**config.mk**
```make
export PLATFORM = sky130hd
export DESIGN_NAME = cmd_frame_rx
export DESIGN_NICKNAME = d
export VERILOG_FILES = /design/src/rtl/cmd_frame_rx.sv
export SDC_FILE = /design/constraint.sdc
export NUM_CORES = 1
export LEC_CHECK = 0
export CAP_MARGIN = 20
export CORE_MARGIN = 2
export CORE_UTILIZATION = 51
export CTS_BUF_LIST = sky130_fd_sc_hd__clkbuf_4 sky130_fd_sc_hd__clkbuf_8
export DETAILED_ROUTE_END_ITERATION = 6
export GPL_ROUTABILITY_DRIVEN = 0
export GPL_TIMING_DRIVEN = 0
export HOLD_SLACK_MARGIN = 0.06
export PLACE_DENSITY = 0.88
export RECOVER_POWER = 25
export SKIP_CTS_REPAIR_TIMING = 1
export SYNTH_ARGS = -nofsm -noshare
export SYNTH_HDL_FRONTEND = slang
export SYNTH_SLANG_ARGS = --single-unit
```
**constraint.sdc**
```tcl
create_clock -name clk -period 6.46 [get_ports clk]
set_input_delay 1.292 -clock clk [delete_from_list [all_inputs] [get_ports clk]]
set_output_delay 1.292 -clock clk [all_outputs]
set_load 0.02 [all_outputs]
```
**src/rtl/cmd_frame_rx.sv**
```systemverilog
// Receive-side parser for UART command frames: HDR0 HDR1 CMD LEN PAYLOAD[LEN] CHK.
// Define CMD_RX_ERR_CNT_EN to build the saturating error counter behind err_cnt.
module cmd_frame_rx #(
    parameter logic [7:0] HDR0        = 8'hEB,
    parameter logic [7:0] HDR1        = 8'h90,
    parameter int         MAX_LEN     = 16,
    parameter int         TIMEOUT_CYC = 110592
) (
    input  logic                 clk,
    input  logic                 rst,
    input  logic                 ena,
    input  logic                 rx_fifo_empty,
    output logic                 rx_fifo_ren,
    input  logic [7:0]           rx_fifo_rdata,
    output logic                 cmd_valid,
    output logic [7:0]           cmd_code,
    output logic [7:0]           cmd_len,
    output logic [MAX_LEN*8-1:0] cmd_payload,
    output logic                 chk_err,
    output logic                 len_err,
    output logic                 tmo_err,
    output logic [15:0]          err_cnt
);
    // Gap counter reads 0 the cycle after a byte lands; firing at TIMEOUT_CYC-2 puts
    // tmo_err exactly TIMEOUT_CYC cycles after that byte (requires TIMEOUT_CYC >= 2).
    localparam int              GAP_W    = $clog2(TIMEOUT_CYC);
    localparam logic [GAP_W-1:0] GAP_LAST = GAP_W'(TIMEOUT_CYC - 2);

    typedef enum logic [2:0] {HUNT0, HUNT1, CMD, LEN, DATA, CHK} state_t;

    state_t               state, state_nxt;
    logic                 rd_vld;
    logic [GAP_W-1:0]     gap;
    logic [7:0]           idx;
    logic [7:0]           sum;
    logic [7:0]           wcode;
    logic [7:0]           wlen;
    logic [MAX_LEN*8-1:0] wbuf;
    logic                 good, chk_bad, len_bad, tmo_hit;

    assign rx_fifo_ren = !rst && ena && !rx_fifo_empty && !rd_vld;

    always_ff @(posedge clk or posedge rst) begin
        if (rst) begin
            state  <= HUNT0;
            rd_vld <= 1'b0;
        end else begin
            state  <= state_nxt;
            rd_vld <= rx_fifo_ren;
        end
    end

    always_comb begin
        state_nxt = state;
        good      = 1'b0;
        chk_bad   = 1'b0;
        len_bad   = 1'b0;
        tmo_hit   = 1'b0;
        if (!ena) begin
            state_nxt = HUNT0;
        end else if (rd_vld) begin
            case (state)
                HUNT0: if (rx_fifo_rdata == HDR0) state_nxt = HUNT1;
                HUNT1: begin
                    if (rx_fifo_rdata == HDR1)      state_nxt = CMD;
                    else if (rx_fifo_rdata != HDR0) state_nxt = HUNT0;
                end
                CMD:   state_nxt = LEN;
                LEN: begin
                    if (rx_fifo_rdata > 8'(MAX_LEN)) begin
                        len_bad   = 1'b1;
                        state_nxt = HUNT0;
                    end else if (rx_fifo_rdata == 8'd0) begin
                        state_nxt = CHK;
                    end else begin
                        state_nxt = DATA;
                    end
                end
                DATA:  if (idx == wlen - 8'd1) state_nxt = CHK;
                CHK: begin
                    good      = (rx_fifo_rdata == sum);
                    chk_bad   = !good;
                    state_nxt = HUNT0;
                end
                default: state_nxt = HUNT0;
            endcase
        end else if (state != HUNT0 && gap == GAP_LAST) begin
            tmo_hit   = 1'b1;
            state_nxt = HUNT0;
        end
    end

    always_ff @(posedge clk or posedge rst) begin
        if (rst) begin
            gap <= '0;
            idx <= '0;
        end else begin
            if (!ena || rd_vld || state == HUNT0) gap <= '0;
            else                                  gap <= gap + GAP_W'(1);
            if (!ena)                           idx <= '0;
            else if (rd_vld && state == LEN)    idx <= '0;
            else if (rd_vld && state == DATA)   idx <= idx + 8'd1;
        end
    end

    // Working frame: only meaningful between CMD and CHK, so no reset needed.
    always_ff @(posedge clk) begin
        if (!ena) begin
            sum <= '0;
        end else if (rd_vld) begin
            case (state)
                CMD: begin
                    wcode <= rx_fifo_rdata;
                    sum   <= rx_fifo_rdata;
                end
                LEN: begin
                    wlen <= rx_fifo_rdata;
                    sum  <= sum + rx_fifo_rdata;
                end
                DATA: begin
                    sum <= sum + rx_fifo_rdata;
                    for (int i = 0; i < MAX_LEN; i++)
                        if (idx == 8'(i)) wbuf[8*i +: 8] <= rx_fifo_rdata;
                end
                default: ;
            endcase
        end
    end

    always_ff @(posedge clk or posedge rst) begin
        if (rst) begin
            cmd_valid   <= 1'b0;
            chk_err     <= 1'b0;
            len_err     <= 1'b0;
            tmo_err     <= 1'b0;
            cmd_code    <= '0;
            cmd_len     <= '0;
            cmd_payload <= '0;
        end else begin
            cmd_valid <= good;
            chk_err   <= chk_bad;
            len_err   <= len_bad;
            tmo_err   <= tmo_hit;
            if (good) begin
                cmd_code <= wcode;
                cmd_len  <= wlen;
                // Stale bytes from longer earlier frames must not leak above LEN.
                for (int i = 0; i < MAX_LEN; i++)
                    cmd_payload[8*i +: 8] <= (8'(i) < wlen) ? wbuf[8*i +: 8] : 8'h00;
            end
        end
    end

`ifdef CMD_RX_ERR_CNT_EN
    always_ff @(posedge clk or posedge rst) begin
        if (rst)
            err_cnt <= '0;
        else if ((chk_err || len_err || tmo_err) && err_cnt != 16'hFFFF)
            err_cnt <= err_cnt + 16'd1;
    end
`else
    assign err_cnt = 16'd0;
`endif

endmodule

```
==> run metrics <==
Pre-antenna DRT Iters=5; number of flops mapped to enable cells by yosys=144; Avg Inst Size Synth=~13 um2; Total GRT Usage=about a quarter; RSZ-0062 raised after global routing=false; failing checks=capacitance limit, slew limit; first-pass GRT wire length=between 40000 and 50000 um; Primary FF master, synth=dfrtp_1; Yosys warning count=0; Worst Path Required=about 7 ns; final hold slack=between 0.4 and 0.5 ns; die area=roughly 26000 um2; Reg power frac=53.9%; Critical Path Max Stage Delay=just over 0.9 ns; Final Cycle Share=between 70% and 80%; Setup-failing EPs final=0; Worst Hold Class=flip-flop to flip-flop; total power=0.00407 W; number of global-route vias before repair=8600; delay-heaviest family, CP=buffers and inverters; Clk pin slew, worst setup/hold paths=around 0.07 ns; Sink Count=between 300 and 400; Finished Cell Area=~16000 um2; Longest Clk Path Bufs=3; share of cells above drive strength 1=roughly an eighth; post-route ant nets=0; crit start category=input port; initial antenna violation count=1; WS Path Type=input port to flip-flop; PwrDens=256 nW/um2; Synth Register Bits=approximately 330; Maximum Capacitance Violations=1; Core Region=approximately 24000 um2; Top Ports=about 180; crit path time final=around 5 ns; Synth Cell Area=about 13000 um2; WL/cell=roughly 20 um; Root Driver=clkbuf_8; Synth async-reset ratio=between 50% and 60%; sequential fraction of the synthesis area=a little over two thirds; most instantiated cells after synthesis=dfrtp_1 (177), edfxtp_1 (144), nand2_1 (133); total wire length=around 30000 um; CTS H-tree lvls=2; fin. max-slew vios=about 70; Place WS=~1.6 ns; Rows=57; Area Overhead vs Synth=24.7%; drt initial violations=approximately 640; Buf/Inv on CP=3; Yosys top cell by area=dfrtp_1; Yosys cell types=65; Sw Ratio=between 20% and 30%; clk_skew=~0.033 ns; Die Y=between 150 and 200 um; GR Overflow Total=0; Internal Pwr Total=~0.0032 W; most frequent cell after synthesis=dfrtp_1; Psw=0.000896 W; post-placement cell area=roughly 15000 um2; Num CTS Buffers=49; leakage power=between 6 and 7 nW; Remaining DRCs=0; register-to-register setup slack=roughly 3.6 ns; via count=about 8500; Layout Nets=between 1000 and 1500; Worst VDD drop=between 0.15 and 0.2 mV; Via density=about 5.5; starting density of the core=52.1%; clock group share of total power=about 43%; die width=about 160 um; CP Data Arrival Time=approximately 5.5 ns; slowest stage cell, crit path=dlygate4sd3_1; diodes inserted=0; Worst Slack Setup Final=1.50 ns; Comb pwr share=under 10%; crit path cell chain=dlygate4sd3_1, clkbuf_1, ha_1, nor4_1, nand2_1, nor4_2, nand4_2, buf_6, a21oi_2, a22o_1; HPWL after detailed placement=20700 um; port bufs=160; CTS tree=yes; Crit. End Element=flip-flop; worst-margin pin slew=3.32 ns; post-synthesis instance total=around 950; Achievable Freq=between 0.2 and 0.25 GHz; Fin. Hold Viols=0; relative slew slack=-123%; post-synth top area share=a little over a third; CP max FO=13; Worst-Skew Late Latency=0.59 ns; largest net degree at the start of global routing=108; status=finished with violations; main area contributors after synthesis=dfrtp_1 (35%), edfxtp_1 (34%), a22o_1 (5.5%)
routing by layer:
| layer | routed length, um | GRT usage [%] | vias up |
|---|---|---|---|
| li1 | - | - | 3865 |
| met1 | 11900 | 30.1 | 4198 |
| met2 | 15000 | 39.0 | 375 |
| met3 | 2120 | 5.06 | 89 |
| met4 | 1200 | 9.77 | 2 |
| met5 | 11 | 0 | - |
worst register-to-register path, stage by stage, from the launching register on:
cell and delay, ns:
dfxtp_1 0.31, ha_1 0.34, nor4_1 0.31, nand2_1 0.10, nor4_2 0.26, nand4_2 0.47
buf_6 0.33, a21oi_2 0.44, a22o_1 0.25
metrics by stage:
| stage | TNS (ns) | util, % | cells |
|---|---|---|---|
| 2_1_floorplan | 0 | - | 961 |
| 3_3_place_gp | -328.57 | 60.5 | 1445 |
| 3_5_place_dp | 0 | 61.3 | 1453 |
| 4_1_cts | 0 | 65.5 | 1545 |
| 5_1_grt | 0 | 65.0 | 1545 |
| 6_report | 0 | 65.0 | 1545 |
cells by family (layout without fill, tap and decap cells):
group | after synthesis | in the layout | synth area share [%]
flops | 329 | 329 | 69.9
fa+ha+maj | 18 | 18 | 1.83
buf+inv | 76 | 336 | 3.08
other cells | 1 | 16 | 0.0294
xor+xnor | 35 | 35 | 2.40
simple gates | 280 | 280 | 10.5
compound gates | 190 | 190 | 10.7
mux | 17 | 17 | 1.52
power groups by stage:
stage | clock [W] | combinational [W] | sequential [W]
after floorplan | 0 | 0.0000781 | 0.00224
after CTS | 0.00176 | 0.000146 | 0.00219
after global routing | 0.00185 | 0.000149 | 0.00219
after global placement | 0 | 0.000129 | 0.00224
after detailed placement | 0 | 0.000145 | 0.00224
final | 0.00174 | 0.000136 | 0.00220
layout make-up:
class                      count  area [um2]
inverter                      19        72.6
clock inverter                26         205
tap                          324         405
multi-input combinational    556        3500
sequential                   329        8910
fill                        1721        8570
buffer                        57         320
clock buffer                  66         815
timing repair buffer         168        1660
state kept, by name, summed over array words and instances (netlist names), 3 cells and up:
register and count:
cmd_code 8, cmd_len 8, cmd_payload 128, gap 17, idx 8, state 3, sum 8, wbuf 128
wcode 8, wlen 8
path summary, 6_finish.rpt:
kind | startpoint | to | cells past startpoint
setup / recovery | rx_fifo_rdata[2] | cmd_payload[84] | 10
hold / removal | wbuf[53] | cmd_payload[53] | 1
setup reg to reg | sum[4] | cmd_payload[84] | 8
hold reg to reg | wbuf[53] | cmd_payload[53] | 1
max in group asynchronous | rst | cmd_payload[68] | 2
min in group asynchronous | rst | rd_vld | 2
cells in the final DEF, fill, tap and decap left out, types with 4 or more instances in the layout:
cell	Yosys	routed
o31ai_1	4	4
o21ai_1	19	18
dfxtp_1	8	8
clkinv_2	0	10
nand2_1	133	133
nand4_1	6	6
conb_1	1	16
or3_1	5	5
ha_1	17	17
xor2_1	19	19
a21oi_1	11	11
nand3_1	22	22
dlygate4sd3_1	0	9
o21ai_0	47	48
dfrtp_1	177	177
clkbuf_4	0	15
mux2_1	14	14
clkinv_1	0	11
nand4b_1	5	5
buf_2	20	19
nor4_1	7	6
a22o_1	80	80
edfxtp_1	144	144
clkbuf_8	0	51
nor2_1	58	58
buf_4	16	16
nor3_1	7	7
a21oi_2	5	5
nand2b_1	4	4
clkbuf_1	16	24
clkdlybuf4s50_1	0	151
inv_1	18	18
nor2b_1	6	6
xnor2_1	16	16
a31oi_1	6	6
nor2_2	5	5
No activity file was read; power rests on OpenSTA's default activity.
